### src/rtl/krnl_ctrl_pkg.sv
// Shared constants, types and helpers for the kernel control
// register file and its argument registers.
package krnl_ctrl_pkg;

  localparam logic [31:0] ADDR_CTRL     = 32'h00;
  localparam logic [31:0] ADDR_GIE      = 32'h04;
  localparam logic [31:0] ADDR_IER      = 32'h08;
  localparam logic [31:0] ADDR_ISR      = 32'h0C;
  localparam logic [31:0] ADDR_ARG_BASE = 32'h10;
  localparam logic [31:0] ARG_STRIDE    = 32'd8;

  localparam logic [1:0] RESP_OKAY   = 2'b00;
  localparam logic [1:0] RESP_SLVERR = 2'b10;

  typedef enum logic [1:0] {
    WIDLE,
    WDATA,
    WRESP
  } wstate_t;

  typedef enum logic {
    RIDLE,
    RDATA
  } rstate_t;

  function automatic logic [31:0] strb_to_mask(input logic [3:0] s);
    return {{8{s[3]}}, {8{s[2]}}, {8{s[1]}}, {8{s[0]}}};
  endfunction

endpackage

### src/rtl/krnl_ctrl_s_axi_param_arg_reg.sv
// One 32-bit kernel argument word with byte-strobed writes.
// Holds its value whenever aclken is low.
module krnl_ctrl_arg_reg
  import krnl_ctrl_pkg::*;
(
  input  logic        aclk,
  input  logic        areset_n,
  input  logic        aclken,
  input  logic        we,
  input  logic [31:0] wdata,
  input  logic [3:0]  wstrb,
  output logic [31:0] q
);

  logic [31:0] mask;

  assign mask = strb_to_mask(wstrb);

  always_ff @(posedge aclk) begin
    if (!areset_n) begin
      q <= '0;
    end else if (aclken && we) begin
      q <= (wdata & mask) | (q & ~mask);
    end
  end

endmodule

### src/rtl/krnl_ctrl_s_axi_param.sv
// AXI4-Lite control/status slave for RTL kernels: handshake,
// interrupts and a regular map of 32/64-bit kernel arguments.
module krnl_ctrl_s_axi_param #(
  parameter int          C_ADDR_WIDTH = 8,
  parameter int          NUM_ARGS     = 8,
  parameter logic [15:0] ARG64_MASK   = 16'h0049,
  parameter bit          ENABLE_CHAIN = 1'b1
) (
  input  logic                    aclk,
  input  logic                    areset_n,
  input  logic                    aclken,
  input  logic [C_ADDR_WIDTH-1:0] AWADDR,
  input  logic                    AWVALID,
  output logic                    AWREADY,
  input  logic [31:0]             WDATA,
  input  logic [3:0]              WSTRB,
  input  logic                    WVALID,
  output logic                    WREADY,
  output logic [1:0]              BRESP,
  output logic                    BVALID,
  input  logic                    BREADY,
  input  logic [C_ADDR_WIDTH-1:0] ARADDR,
  input  logic                    ARVALID,
  output logic                    ARREADY,
  output logic [31:0]             RDATA,
  output logic [1:0]              RRESP,
  output logic                    RVALID,
  input  logic                    RREADY,
  output logic                    ap_start,
  input  logic                    ap_done,
  input  logic                    ap_idle,
  input  logic                    ap_ready,
  output logic                    ap_continue,
  output logic [64*NUM_ARGS-1:0]  args,
  output logic                    interrupt
);

  import krnl_ctrl_pkg::*;

  localparam int WIW = $clog2(2 * NUM_ARGS);

  function automatic logic is_mapped(input logic [C_ADDR_WIDTH-1:0] a);
    logic [31:0] off;
    logic [31:0] idx;
    off = 32'(a);
    idx = (off - ADDR_ARG_BASE) / ARG_STRIDE;
    if (off[1:0] != 2'b00) return 1'b0;
    if (off < ADDR_ARG_BASE) return 1'b1;
    if (idx >= 32'(NUM_ARGS)) return 1'b0;
    if (off[2]) return ARG64_MASK[idx[3:0]];
    return 1'b1;
  endfunction

  wstate_t wstate, wnext;
  rstate_t rstate, rnext;

  logic [C_ADDR_WIDTH-1:0] waddr;
  logic [31:0] woff, roff;
  logic aw_hs, w_hs, ar_hs;
  logic wr_en, rd_map;
  logic ctrl_we, gie_we, ier_we, isr_we, ctrl_rd;
  logic done, auto_restart, gie;
  logic [1:0] ier, isr, isr_set, isr_tgl;
  logic [31:0] rd_val;
  logic [WIW-1:0] widx;
  logic [31:0] arg_words [2*NUM_ARGS];

  assign aw_hs = aclken & AWVALID & AWREADY;
  assign w_hs  = aclken & WVALID & WREADY;
  assign ar_hs = aclken & ARVALID & ARREADY;

  assign woff  = 32'(waddr);
  assign wr_en = w_hs & is_mapped(waddr);

  assign ctrl_we = wr_en & (woff == ADDR_CTRL) & WSTRB[0];
  assign gie_we  = wr_en & (woff == ADDR_GIE) & WSTRB[0];
  assign ier_we  = wr_en & (woff == ADDR_IER) & WSTRB[0];
  assign isr_we  = wr_en & (woff == ADDR_ISR) & WSTRB[0];

  always_ff @(posedge aclk) begin
    if (!areset_n) begin
      wstate <= WIDLE;
    end else if (aclken) begin
      wstate <= wnext;
    end
  end

  always_comb begin
    wnext = wstate;
    unique case (wstate)
      WIDLE:               if (AWVALID) wnext = krnl_ctrl_pkg::WDATA;
      krnl_ctrl_pkg::WDATA: if (WVALID) wnext = WRESP;
      WRESP:               if (BREADY) wnext = WIDLE;
      default:             wnext = WIDLE;
    endcase
  end

  always_comb begin
    AWREADY = 1'b0;
    WREADY  = 1'b0;
    BVALID  = 1'b0;
    BRESP   = RESP_OKAY;
    unique case (wstate)
      WIDLE:               AWREADY = areset_n;
      krnl_ctrl_pkg::WDATA: WREADY = 1'b1;
      WRESP: begin
        BVALID = 1'b1;
        BRESP  = is_mapped(waddr) ? RESP_OKAY : RESP_SLVERR;
      end
      default: ;
    endcase
  end

  always_ff @(posedge aclk) begin
    if (!areset_n) begin
      waddr <= '0;
    end else if (aw_hs) begin
      waddr <= AWADDR;
    end
  end

  always_ff @(posedge aclk) begin
    if (!areset_n) begin
      rstate <= RIDLE;
    end else if (aclken) begin
      rstate <= rnext;
    end
  end

  always_comb begin
    rnext = rstate;
    unique case (rstate)
      RIDLE:               if (ARVALID) rnext = krnl_ctrl_pkg::RDATA;
      krnl_ctrl_pkg::RDATA: if (RREADY) rnext = RIDLE;
      default:             rnext = RIDLE;
    endcase
  end

  always_comb begin
    ARREADY = (rstate == RIDLE) & areset_n;
    RVALID  = (rstate == krnl_ctrl_pkg::RDATA);
  end

  for (genvar j = 0; j < 2 * NUM_ARGS; j++) begin : g_word
    assign arg_words[j] = args[32*j +: 32];
  end

  assign roff    = 32'(ARADDR);
  assign rd_map  = is_mapped(ARADDR);
  assign widx    = WIW'((roff - ADDR_ARG_BASE) >> 2);
  assign ctrl_rd = ar_hs & (roff == ADDR_CTRL);

  always_comb begin
    rd_val = '0;
    if (rd_map) begin
      unique case (1'b1)
        roff == ADDR_CTRL: rd_val = {24'd0, auto_restart, 2'b00,
                                     ap_continue, ap_ready, ap_idle,
                                     done, ap_start};
        roff == ADDR_GIE:  rd_val = {31'd0, gie};
        roff == ADDR_IER:  rd_val = {30'd0, ier};
        roff == ADDR_ISR:  rd_val = {30'd0, isr};
        default:           rd_val = arg_words[widx];
      endcase
    end
  end

  always_ff @(posedge aclk) begin
    if (!areset_n) begin
      RDATA <= '0;
      RRESP <= RESP_OKAY;
    end else if (ar_hs) begin
      RDATA <= rd_val;
      RRESP <= rd_map ? RESP_OKAY : RESP_SLVERR;
    end
  end

  // A same-cycle interrupt event overrides the host's toggle.
  assign isr_set = ier & {ap_ready, ap_done};
  assign isr_tgl = isr_we ? WDATA[1:0] : 2'b00;

  always_ff @(posedge aclk) begin
    if (!areset_n) begin
      ap_start     <= 1'b0;
      auto_restart <= 1'b0;
      done         <= 1'b0;
      ap_continue  <= 1'b0;
      gie          <= 1'b0;
      ier          <= 2'b00;
      isr          <= 2'b00;
    end else if (aclken) begin
      if (ctrl_we && WDATA[0]) begin
        ap_start <= 1'b1;
      end else if (ap_ready) begin
        ap_start <= auto_restart;
      end
      if (ctrl_we) auto_restart <= WDATA[7];
      if (ap_done) begin
        done <= 1'b1;
      end else if (ctrl_rd) begin
        done <= 1'b0;
      end
      ap_continue <= ENABLE_CHAIN &&
                     ((ctrl_we && WDATA[4]) || (ap_done && auto_restart));
      if (gie_we) gie <= WDATA[0];
      if (ier_we) ier <= WDATA[1:0];
      isr <= isr_set | (isr ^ isr_tgl);
    end
  end

  assign interrupt = gie & (isr[0] | isr[1]);

  for (genvar i = 0; i < NUM_ARGS; i++) begin : g_arg
    localparam logic [31:0] LO = ADDR_ARG_BASE + ARG_STRIDE * i;

    krnl_ctrl_arg_reg u_lo (
      .aclk     (aclk),
      .areset_n (areset_n),
      .aclken   (aclken),
      .we       (wr_en && (woff == LO)),
      .wdata    (WDATA),
      .wstrb    (WSTRB),
      .q        (args[64*i +: 32])
    );

    if (ARG64_MASK[i]) begin : g_hi
      krnl_ctrl_arg_reg u_hi (
        .aclk     (aclk),
        .areset_n (areset_n),
        .aclken   (aclken),
        .we       (wr_en && (woff == LO + 32'd4)),
        .wdata    (WDATA),
        .wstrb    (WSTRB),
        .q        (args[64*i+32 +: 32])
      );
    end else begin : g_nohi
      assign args[64*i+32 +: 32] = '0;
    end
  end

endmodule

### config.mk
export PLATFORM = sky130hd
export DESIGN_NAME = krnl_ctrl_s_axi_param
export DESIGN_NICKNAME = d
export VERILOG_FILES = /design/src/rtl/krnl_ctrl_pkg.sv /design/src/rtl/krnl_ctrl_s_axi_param_arg_reg.sv /design/src/rtl/krnl_ctrl_s_axi_param.sv
export SDC_FILE = /design/constraint.sdc
export NUM_CORES = 1
export LEC_CHECK = 0
export ABC_AREA = 1
export BUFFER_PORTS_ARGS = -buffer_cell sky130_fd_sc_hd__buf_2
export CAP_MARGIN = 20
export CORE_AREA = 4 4 239 241
export CTS_CLUSTER_SIZE = 8
export DETAILED_ROUTE_END_ITERATION = 8
export DIE_AREA = 0 0 243 245
export PLACE_DENSITY_LB_ADDON = 0.12
export SLEW_MARGIN = 20
export SYNTH_ARGS = -nofsm -noshare
export SYNTH_HDL_FRONTEND = slang
export SYNTH_SLANG_ARGS = --single-unit
export TNS_END_PERCENT = 10
### constraint.sdc
create_clock -name aclk -period 2.55 [get_ports aclk]
set_clock_uncertainty 0.05 [all_clocks]
set_input_delay 0.255 -clock aclk [delete_from_list [all_inputs] [get_ports aclk]]
set_output_delay 0.255 -clock aclk [all_outputs]
set_load 0.02 [all_outputs]
==> flow_summary_export.csv, run 1 <==
group,metric,value,unit
yosys,yosysWarnings,0,
setup_path,most_common_cell_type_on_the_critical_path,"sky130_fd_sc_hd__nand2_1",
power_and_ir_drop,combinationalPowerShare,10.8,%
layout,diodes,0,
detailed_routing,route.detailed.drc,0,
setup_path,worst_setup_path_end_kind,"output port",
setup_path,critical_path_class,"register to output port",
timing,final-setup-viol-count,0,
setup_path,worst_reg_to_reg_setup_slack,0.13,ns
floorplan,dieWidth,243,um
power_and_ir_drop,switching_part_of_the_total_power,27.5,%
layout,n_fill_cell,5757,
global_routing,grt_antenna_before_repair,1,
yosys,synthFlopType,"sky130_fd_sc_hd__dfxtp_1",
timing,hold_violations_final,0,
timing,final-max-slew-violation-count,0,
setup_path,required,2.25,ns
detailed_routing,drt-wirelength-per-cell,23.8,um
timing,min_period,2.45,ns
yosys,synth.yosys.seq_area_share,41.9,%
clock_tree,tritoncts,"yes",
worst_hold_path,hold_path_startpoint,"WDATA[12]",
clock_tree,depth_of_the_cts_h_tree,2,
power_and_ir_drop,total_switching_power,4.02,mW
global_routing,grt_start_max_net_pins,168,
placed_design,placed_area,22100,sq um
worst_hold_path,worst_hold_stages,3,
run_status,status,"finished, final reports clean",
setup_path,critPathMaxFanout,3,
setup_path,cp_cell_sequence,"inv_1, ha_2, inv_1, nand2_1, nand3_1, nand2_1, nand2_1, and2_1, nor2_1, buf_2",
floorplan,floorplan_die_height,245,um
detailed_routing,drt_iter0_markers,1780,
detailed_routing,postRouteWirelength,92700,um
timing,fmax,409,MHz
timing,rsz0062_at_grt,"true",
clock_tree,maximum_buffer_depth_of_the_clock_tree,3,
setup_path,start_kind,"register",
yosys,synth.distinct_cells,39,
global_routing,overflow_left_after_global_routing,0,
setup_path,cp_top_family,"simple AND/OR/NAND/NOR gates",
power_and_ir_drop,ir_worst_vdd,0.000495,V
yosys,number_of_enable_type_register_cells_in_the_synthesized_netlist,0,
layout,areaGrowthSynthToFinish,23.4,%
setup_path,crit_arrival,2.14,ns
placed_design,placed_cells,3801,
floorplan,floorplan.initialDensity,35.3,%
power_and_ir_drop,power.leakage,10.0,nW
yosys,mappedNetlistArea,19400,sq um
clock_tree,cts-buffers-inserted,56,
setup_path,worstRegToRegCells,13,
floorplan,die-area,59500,sq um
power_and_ir_drop,pwr-share-seq,43.5,%
setup_path,critical_path.slowest_cell,"sky130_fd_sc_hd__dfxtp_1",
yosys,postSynthAreaPerCell,7.07,sq um
yosys,synthCells,2738,
placed_design,portBuffers,456,
detailed_routing,final_antenna_net_count,0,
detailed_routing,vias,21080,
layout,multi_input_area,9490,sq um
detailed_routing,detailedRoute.firstPassIterationCount,7,
layout,num-nets-final,3251,
global_routing,grt_pass1_wl,134000,um
timing,worst-slew-pin-transition,1.03,ns
setup_path,crit_path_largest_cell_delay,0.34,ns
power_and_ir_drop,cellInternalPower,10.6,mW
timing,layout_worst_path_cycle_share,95.9,%
setup_path,critical_path.reg2reg.startpoint,"waddr[5]",
clock_tree,cts_root_buffer,"sky130_fd_sc_hd__clkbuf_16",
power_and_ir_drop,power.density,613,nW/um^2
setup_path,critical_path_depth,10,
setup_path,critical_path_buf_inv_count,3,
global_routing,grt_use_total,29.4,%
power_and_ir_drop,p_clk_share,45.6,%
layout,final-seq-area,8110,sq um
run,drv_cap,0,
placed_design,place_congestion,0.906,
yosys,synth.ff_latch_count,405,
layout,final_cell_count_no_fill,3889,
clock_tree,numClockSinks,405,
worst_hold_path,min-delay-path-class,"primary input to register",
yosys,async_sr_flop_fraction,0,%
placed_design,place_hpwl,66400,um
clock_tree,path_clk_slew,0.05,ns
clock_tree,clkLatencyLatePin,0.60,ns
timing,maxSlewHeadroom,31.3,%
layout,fin_area,23900,sq um
detailed_routing,vias_per_cell,5.42,
floorplan,rows,86,
floorplan,design.portCount,619,
global_routing,grt_pass1_vias,20082,
layout,post_route_cells_drive_above_1_share,21.3,%
floorplan,coreArea,54900,sq um
power by group through the flow:
| stage | logic [mW] | clock network, mW | registers, mW |
|---|---|---|---|
| after floorplan | 1.12 | 0 | 6.50 |
| after global placement | 1.52 | 0 | 6.50 |
| after detailed placement | 1.51 | 0 | 6.50 |
| after CTS | 1.55 | 6.78 | 6.37 |
| after global routing | 1.69 | 6.98 | 6.37 |
| final | 1.59 | 6.68 | 6.37 |
logic make-up after synthesis:
kind of cell	share of synthesized area, %
AND/OR/NAND/NOR	25.7
other	0.0194
adder cells (fa/ha/maj)	0.452
XOR/XNOR	0.0452
flip-flops	41.9
AO/OA/AOI/OAI	19.3
buffers and inverters	12.7
what timing repair did:
action                                 in CTS  in global routing
endpoints found under the hold margin      75                  0
cloned                                      0                  0
hold buffers                               25                  0
pin swaps                                   1                  0
resized for setup                           0                 20
setup endpoints to repair                  10                156
buffers inserted                            1                  0
layout by cell type, fill, tap and decap left out, drive strengths merged:
cell type and count:
a21oi 354, a221oi 1, a22oi 15, a31oi 2, and2 1, buf 567, clkbuf 60, clkinv 1
conb 162, dfxtp 405, dlygate4sd3 25, ha 7, inv 90, nand2 542, nand3 324, nand4 3
nor2 282, nor3 16, nor4 1, o2111ai 9, o211ai 17, o21a 1, o21ai 241, o221ai 12
o22a 2, o22ai 44, xnor2 1
final cells by class:
cell class	count	share of cell area [%]
multi-input combinational	2037	39.7
sequential	405	33.9
timing repair buffer	592	15.1
clock buffer	60	6.02
tap	704	3.69
inverter	89	1.43
clock inverter	2	0.0733
routing by layer:
metal	vias to the layer above	part of all wire (%)	GRT usage, %
met5	-	0.014	0
met2	1102	48	50.9
met1	10049	40	36.1
met4	2	3.3	10.1
li1	9743	-	-
met3	184	8.7	6.64
worst reg2reg max path, cell delays in order (launching register included):
cell and delay (ns):
sky130_fd_sc_hd__dfxtp_1 0.34, sky130_fd_sc_hd__inv_1 0.08, sky130_fd_sc_hd__ha_2 0.34, sky130_fd_sc_hd__nand2_1 0.05, sky130_fd_sc_hd__nand3_1 0.08, sky130_fd_sc_hd__nand2_1 0.05, sky130_fd_sc_hd__nand2_1 0.11, sky130_fd_sc_hd__nand3_4 0.09
sky130_fd_sc_hd__buf_12 0.17, sky130_fd_sc_hd__nor3_4 0.20, sky130_fd_sc_hd__buf_12 0.17, sky130_fd_sc_hd__nand2_1 0.28, sky130_fd_sc_hd__nand2_1 0.17, sky130_fd_sc_hd__a21oi_1 0.08
cells in the mapped netlist (2+ instances only):
cell type	count	area (sq um)
sky130_fd_sc_hd__a21oi_1	353	1770
sky130_fd_sc_hd__a22oi_1	15	113
sky130_fd_sc_hd__a31oi_1	2	12.5
sky130_fd_sc_hd__buf_1	6	22.5
sky130_fd_sc_hd__buf_2	25	125
sky130_fd_sc_hd__buf_4	162	1220
sky130_fd_sc_hd__buf_6	13	146
sky130_fd_sc_hd__clkbuf_1	162	608
sky130_fd_sc_hd__clkinv_1	2	7.51
sky130_fd_sc_hd__dfxtp_1	405	8110
sky130_fd_sc_hd__ha_1	7	87.6
sky130_fd_sc_hd__inv_1	81	304
sky130_fd_sc_hd__inv_2	6	22.5
sky130_fd_sc_hd__nand2_1	541	2030
sky130_fd_sc_hd__nand3_1	322	1610
sky130_fd_sc_hd__nand4_1	3	18.8
sky130_fd_sc_hd__nor2_1	275	1030
sky130_fd_sc_hd__nor2_2	2	12.5
sky130_fd_sc_hd__nor2_4	5	56.3
sky130_fd_sc_hd__nor3_1	5	25.0
sky130_fd_sc_hd__nor3_2	6	60.1
sky130_fd_sc_hd__nor3_4	5	81.3
sky130_fd_sc_hd__o2111ai_1	9	78.8
sky130_fd_sc_hd__o211ai_1	17	128
sky130_fd_sc_hd__o21ai_0	224	1120
sky130_fd_sc_hd__o21ai_1	17	85.1
sky130_fd_sc_hd__o221ai_1	12	105
sky130_fd_sc_hd__o22a_1	2	17.5
sky130_fd_sc_hd__o22ai_1	44	275
worst max-delay path by stage:
stage              start  slack (ns)        end
2_1_floorplan  ARADDR[4]        0.20  RDATA[18]
3_3_place_gp    waddr[4]        0.05   register
3_5_place_dp    waddr[4]       0.003   register
4_1_cts         waddr[4]        0.08   BRESP[1]
5_1_grt         waddr[4]       -0.05   register
6_report        waddr[5]        0.10   BRESP[1]
metrics by stage:
| step | TNS [ns] | worst slack, ns | utilization (%) | hold WS (ns) | total power, mW |
|---|---|---|---|---|---|
| finish | 0 | 0.103 | 43.5 | 0.0219 | 14.6 |
| global route | -0.511 | -0.0525 | 43.5 | 0.0253 | 15.0 |
| CTS | 0 | 0.0841 | 43.5 | 0.00147 | 14.7 |
| detailed placement | 0 | 0.00298 | 40.3 | 0.401 | 8.01 |
| global placement | 0 | 0.0455 | 40.3 | 0.395 | 8.02 |
| floorplan | 0 | 0.203 | - | 0.354 | 7.62 |
(Power assumes the default switching activity.)
==> run 2: changes to the inputs <==
--- a/config.mk
+++ b/config.mk
@@ -8,10 +8,10 @@
 export ABC_AREA = 1
 export BUFFER_PORTS_ARGS = -buffer_cell sky130_fd_sc_hd__buf_2
 export CAP_MARGIN = 20
-export CORE_AREA = 4 4 239 241
+export CORE_AREA = 4 4 236 238
 export CTS_CLUSTER_SIZE = 8
 export DETAILED_ROUTE_END_ITERATION = 8
-export DIE_AREA = 0 0 243 245
+export DIE_AREA = 0 0 240 242
 export PLACE_DENSITY_LB_ADDON = 0.12
 export SLEW_MARGIN = 20
 export SYNTH_ARGS = -nofsm -noshare
==> run 2 against run 1 <==
  * First-iteration DRC count rose by 26%
  * Global-route usage increased by 0.99 points
  * Highest routed layer unchanged
  * Final area increased by 0.25%
  * Worst setup slack better by 0.021 ns
  * Final cell count down 0.26%
  * Combinational power is essentially flat
  * Die area decreased by 2.4%
  * Critical path type is now register to register
  * Worst hold slack improved by 0.0084 ns
  * Sequential power barely moved
  * Sequential share of layout area fell by 0.085 points
  * Register-to-register slack is essentially flat
==> flow_summary_export.csv, run 2 (synthesis results as in run 1) <==
group,metric,value,unit
layout,num-nets-final,3250,
clock_tree,tritoncts,"yes",
floorplan,rows,85,
clock_tree,depth_of_the_cts_h_tree,2,
layout,areaGrowthSynthToFinish,23.7,%
power_and_ir_drop,combinationalPowerShare,10.9,%
layout,final_cell_count_no_fill,3879,
global_routing,grt_pass1_wl,134000,um
detailed_routing,route.detailed.drc,0,
timing,final-setup-viol-count,0,
power_and_ir_drop,total_switching_power,4.05,mW
floorplan,dieWidth,240,um
setup_path,critical_path.slowest_cell,"sky130_fd_sc_hd__dfxtp_1",
layout,multi_input_area,9510,sq um
power_and_ir_drop,ir_worst_vdd,0.000469,V
worst_hold_path,min-delay-path-class,"primary input to register",
detailed_routing,postRouteWirelength,93300,um
timing,hold_violations_final,0,
timing,totalNegativeSetupSlack,0,ns
layout,final-seq-area,8110,sq um
timing,final-max-slew-violation-count,0,
timing,maxSlewHeadroom,23.5,%
setup_path,critical_path_class,"register to register",
power_and_ir_drop,switching_part_of_the_total_power,27.6,%
power_and_ir_drop,pwr-share-seq,43.5,%
floorplan,design.portCount,619,
setup_path,worst_setup_path_end_kind,"register",
setup_path,cp_top_family,"buffers and inverters",
layout,mostFrequentLayoutCell,"sky130_fd_sc_hd__nand2_1",
setup_path,most_common_cell_type_on_the_critical_path,"sky130_fd_sc_hd__nand2_1",
run_status,status,"finished, final reports clean",
setup_path,crit_arrival,2.89,ns
detailed_routing,final_antenna_net_count,0,
clock_tree,path_clk_slew,0.06,ns
run,drv_cap,0,
placed_design,place_hpwl,66300,um
layout,mostFrequentLayoutCells,"514 x sky130_fd_sc_hd__nand2_1, 455 x sky130_fd_sc_hd__buf_2, 405 x sky130_fd_sc_hd__dfxtp_1, 353 x sky130_fd_sc_hd__a21oi_1, 322 x sky130_fd_sc_hd__nand3_1",
clock_tree,clkLatencyLatePin,0.62,ns
layout,diodes,0,
layout,fin_area,24000,sq um
setup_path,critical_path_buf_inv_count,5,
floorplan,floorplan_die_height,242,um
global_routing,grt_start_max_net_pins,163,
power_and_ir_drop,p_clk_share,45.6,%
floorplan,coreArea,53600,sq um
detailed_routing,detailedRoute.firstPassIterationCount,5,
clock_tree,maximum_buffer_depth_of_the_clock_tree,3,
power_and_ir_drop,power.density,611,nW/um^2
timing,worst-slew-pin-transition,1.15,ns
global_routing,grt_pass1_vias,19868,
clock_tree,cts_root_buffer,"sky130_fd_sc_hd__clkbuf_16",
detailed_routing,vias_per_cell,5.46,
detailed_routing,drt-wirelength-per-cell,24.1,um
placed_design,portBuffers,456,
setup_path,start_kind,"register",
detailed_routing,drt_iter0_markers,2240,
layout,post_route_cells_drive_above_1_share,21.4,%
timing,layout_worst_path_cycle_share,95.1,%
global_routing,gr-usage-met1,38.7,%
floorplan,floorplan.initialDensity,36.1,%
placed_design,place_congestion,0.938,
power_and_ir_drop,power.leakage,10.0,nW
floorplan,die-area,58100,sq um
setup_path,critPathMaxFanout,13,
clock_tree,cts-buffers-inserted,56,
timing,min_period,2.43,ns
setup_path,crit_path_largest_cell_delay,0.33,ns
detailed_routing,vias,21190,
setup_path,cp_cell_sequence,"inv_1, ha_1, inv_1, nand2_1, nand3_1, nand2_1, nand2_1, nand3_4, buf_12, nor3_4, buf_12, buf_4, nand3_1, a21oi_1",
global_routing,busiest_layer,"met2",
clock_tree,numClockSinks,405,
global_routing,overflow_left_after_global_routing,0,
placed_design,placed_cells,3788,
layout,n_fill_cell,5488,
setup_path,required,3.02,ns
placed_design,placed_area,22100,sq um
global_routing,use_met2,51.5,%
timing,rsz0062_at_grt,"true",
global_routing,grt_antenna_before_repair,3,
global_routing,grt_use_total,30.4,%
global_routing,grt_use_met3,6.10,%
timing,fmax,412,MHz
power_and_ir_drop,cellInternalPower,10.6,mW
[run 2: changes by cell type in the layout (fill, tap and decap cells not counted), moves of 4 or more]
cell                            delta
sky130_fd_sc_hd__nand2_2          +10
sky130_fd_sc_hd__buf_12            +4
sky130_fd_sc_hd__dlygate4sd3_1     +5
sky130_fd_sc_hd__nand2_1          -10
sky130_fd_sc_hd__buf_4             -7
[run 2: what timing repair did]
action,in CTS,in global routing
buffers inserted,0,0
hold buffers,30,0
endpoints found under the hold margin,99,0
endpoints found under the setup margin,0,112
gates resized for setup,0,23
[run 2: per-layer routing]
metal  wire length, um  up-vias
li1                  -     9737
met1             37000    10133
met2             45200     1140
met3              7930      176
met4              3090        4
met5                18        -
[run 2: power groups by stage]
stage	Combinational, mW	Sequential [mW]	Clock, mW
floorplan	1.12	6.50	0
global placement	1.51	6.50	0
detailed placement	1.51	6.50	0
CTS	1.55	6.37	6.77
global route	1.70	6.37	7.01
finish	1.59	6.37	6.68
[run 2: cell type report]
cell class	count	share of cell area, %
Clock inverter	3	0.188
Tap cell	696	3.64
Inverter	89	1.43
Clock buffer	58	5.92
Sequential cell	405	33.8
Multi-Input combinational cell	2037	39.7
Timing Repair Buffer	591	15.3
[run 2: path summary, 6_finish.rpt]
path / cells past startpoint / start / endpoint / slack, ns
worst max-delay path: 14 / waddr[4] / register / 0.12
worst min-delay path: 3 / WDATA[13] / register / 0.03
worst max register to register: 14 / waddr[4] / register / 0.12
worst min register to register: 2 / waddr[1] / waddr[1] / 0.41
[run 2: stage by stage]
| stage | total power, mW | hold slack [ns] | utilization [%] | setup slack [ns] |
|---|---|---|---|---|
| 4_1_cts | 14.7 | 0.00547 | 44.6 | 0.0709 |
| 3_3_place_gp | 8.01 | 0.396 | 41.3 | 0.105 |
| 3_5_place_dp | 8.01 | 0.405 | 41.3 | 0.0896 |
| 5_1_grt | 15.1 | 0.0339 | 44.7 | -0.0166 |
| 6_report | 14.6 | 0.0303 | 44.7 | 0.125 |
| 2_1_floorplan | 7.62 | 0.354 | - | 0.203 |
[run 2: worst min-delay path: stages]
cell                      delay [ns]
sky130_fd_sc_hd__buf_2          0.21
sky130_fd_sc_hd__nand3_1        0.12
sky130_fd_sc_hd__a21oi_1        0.06
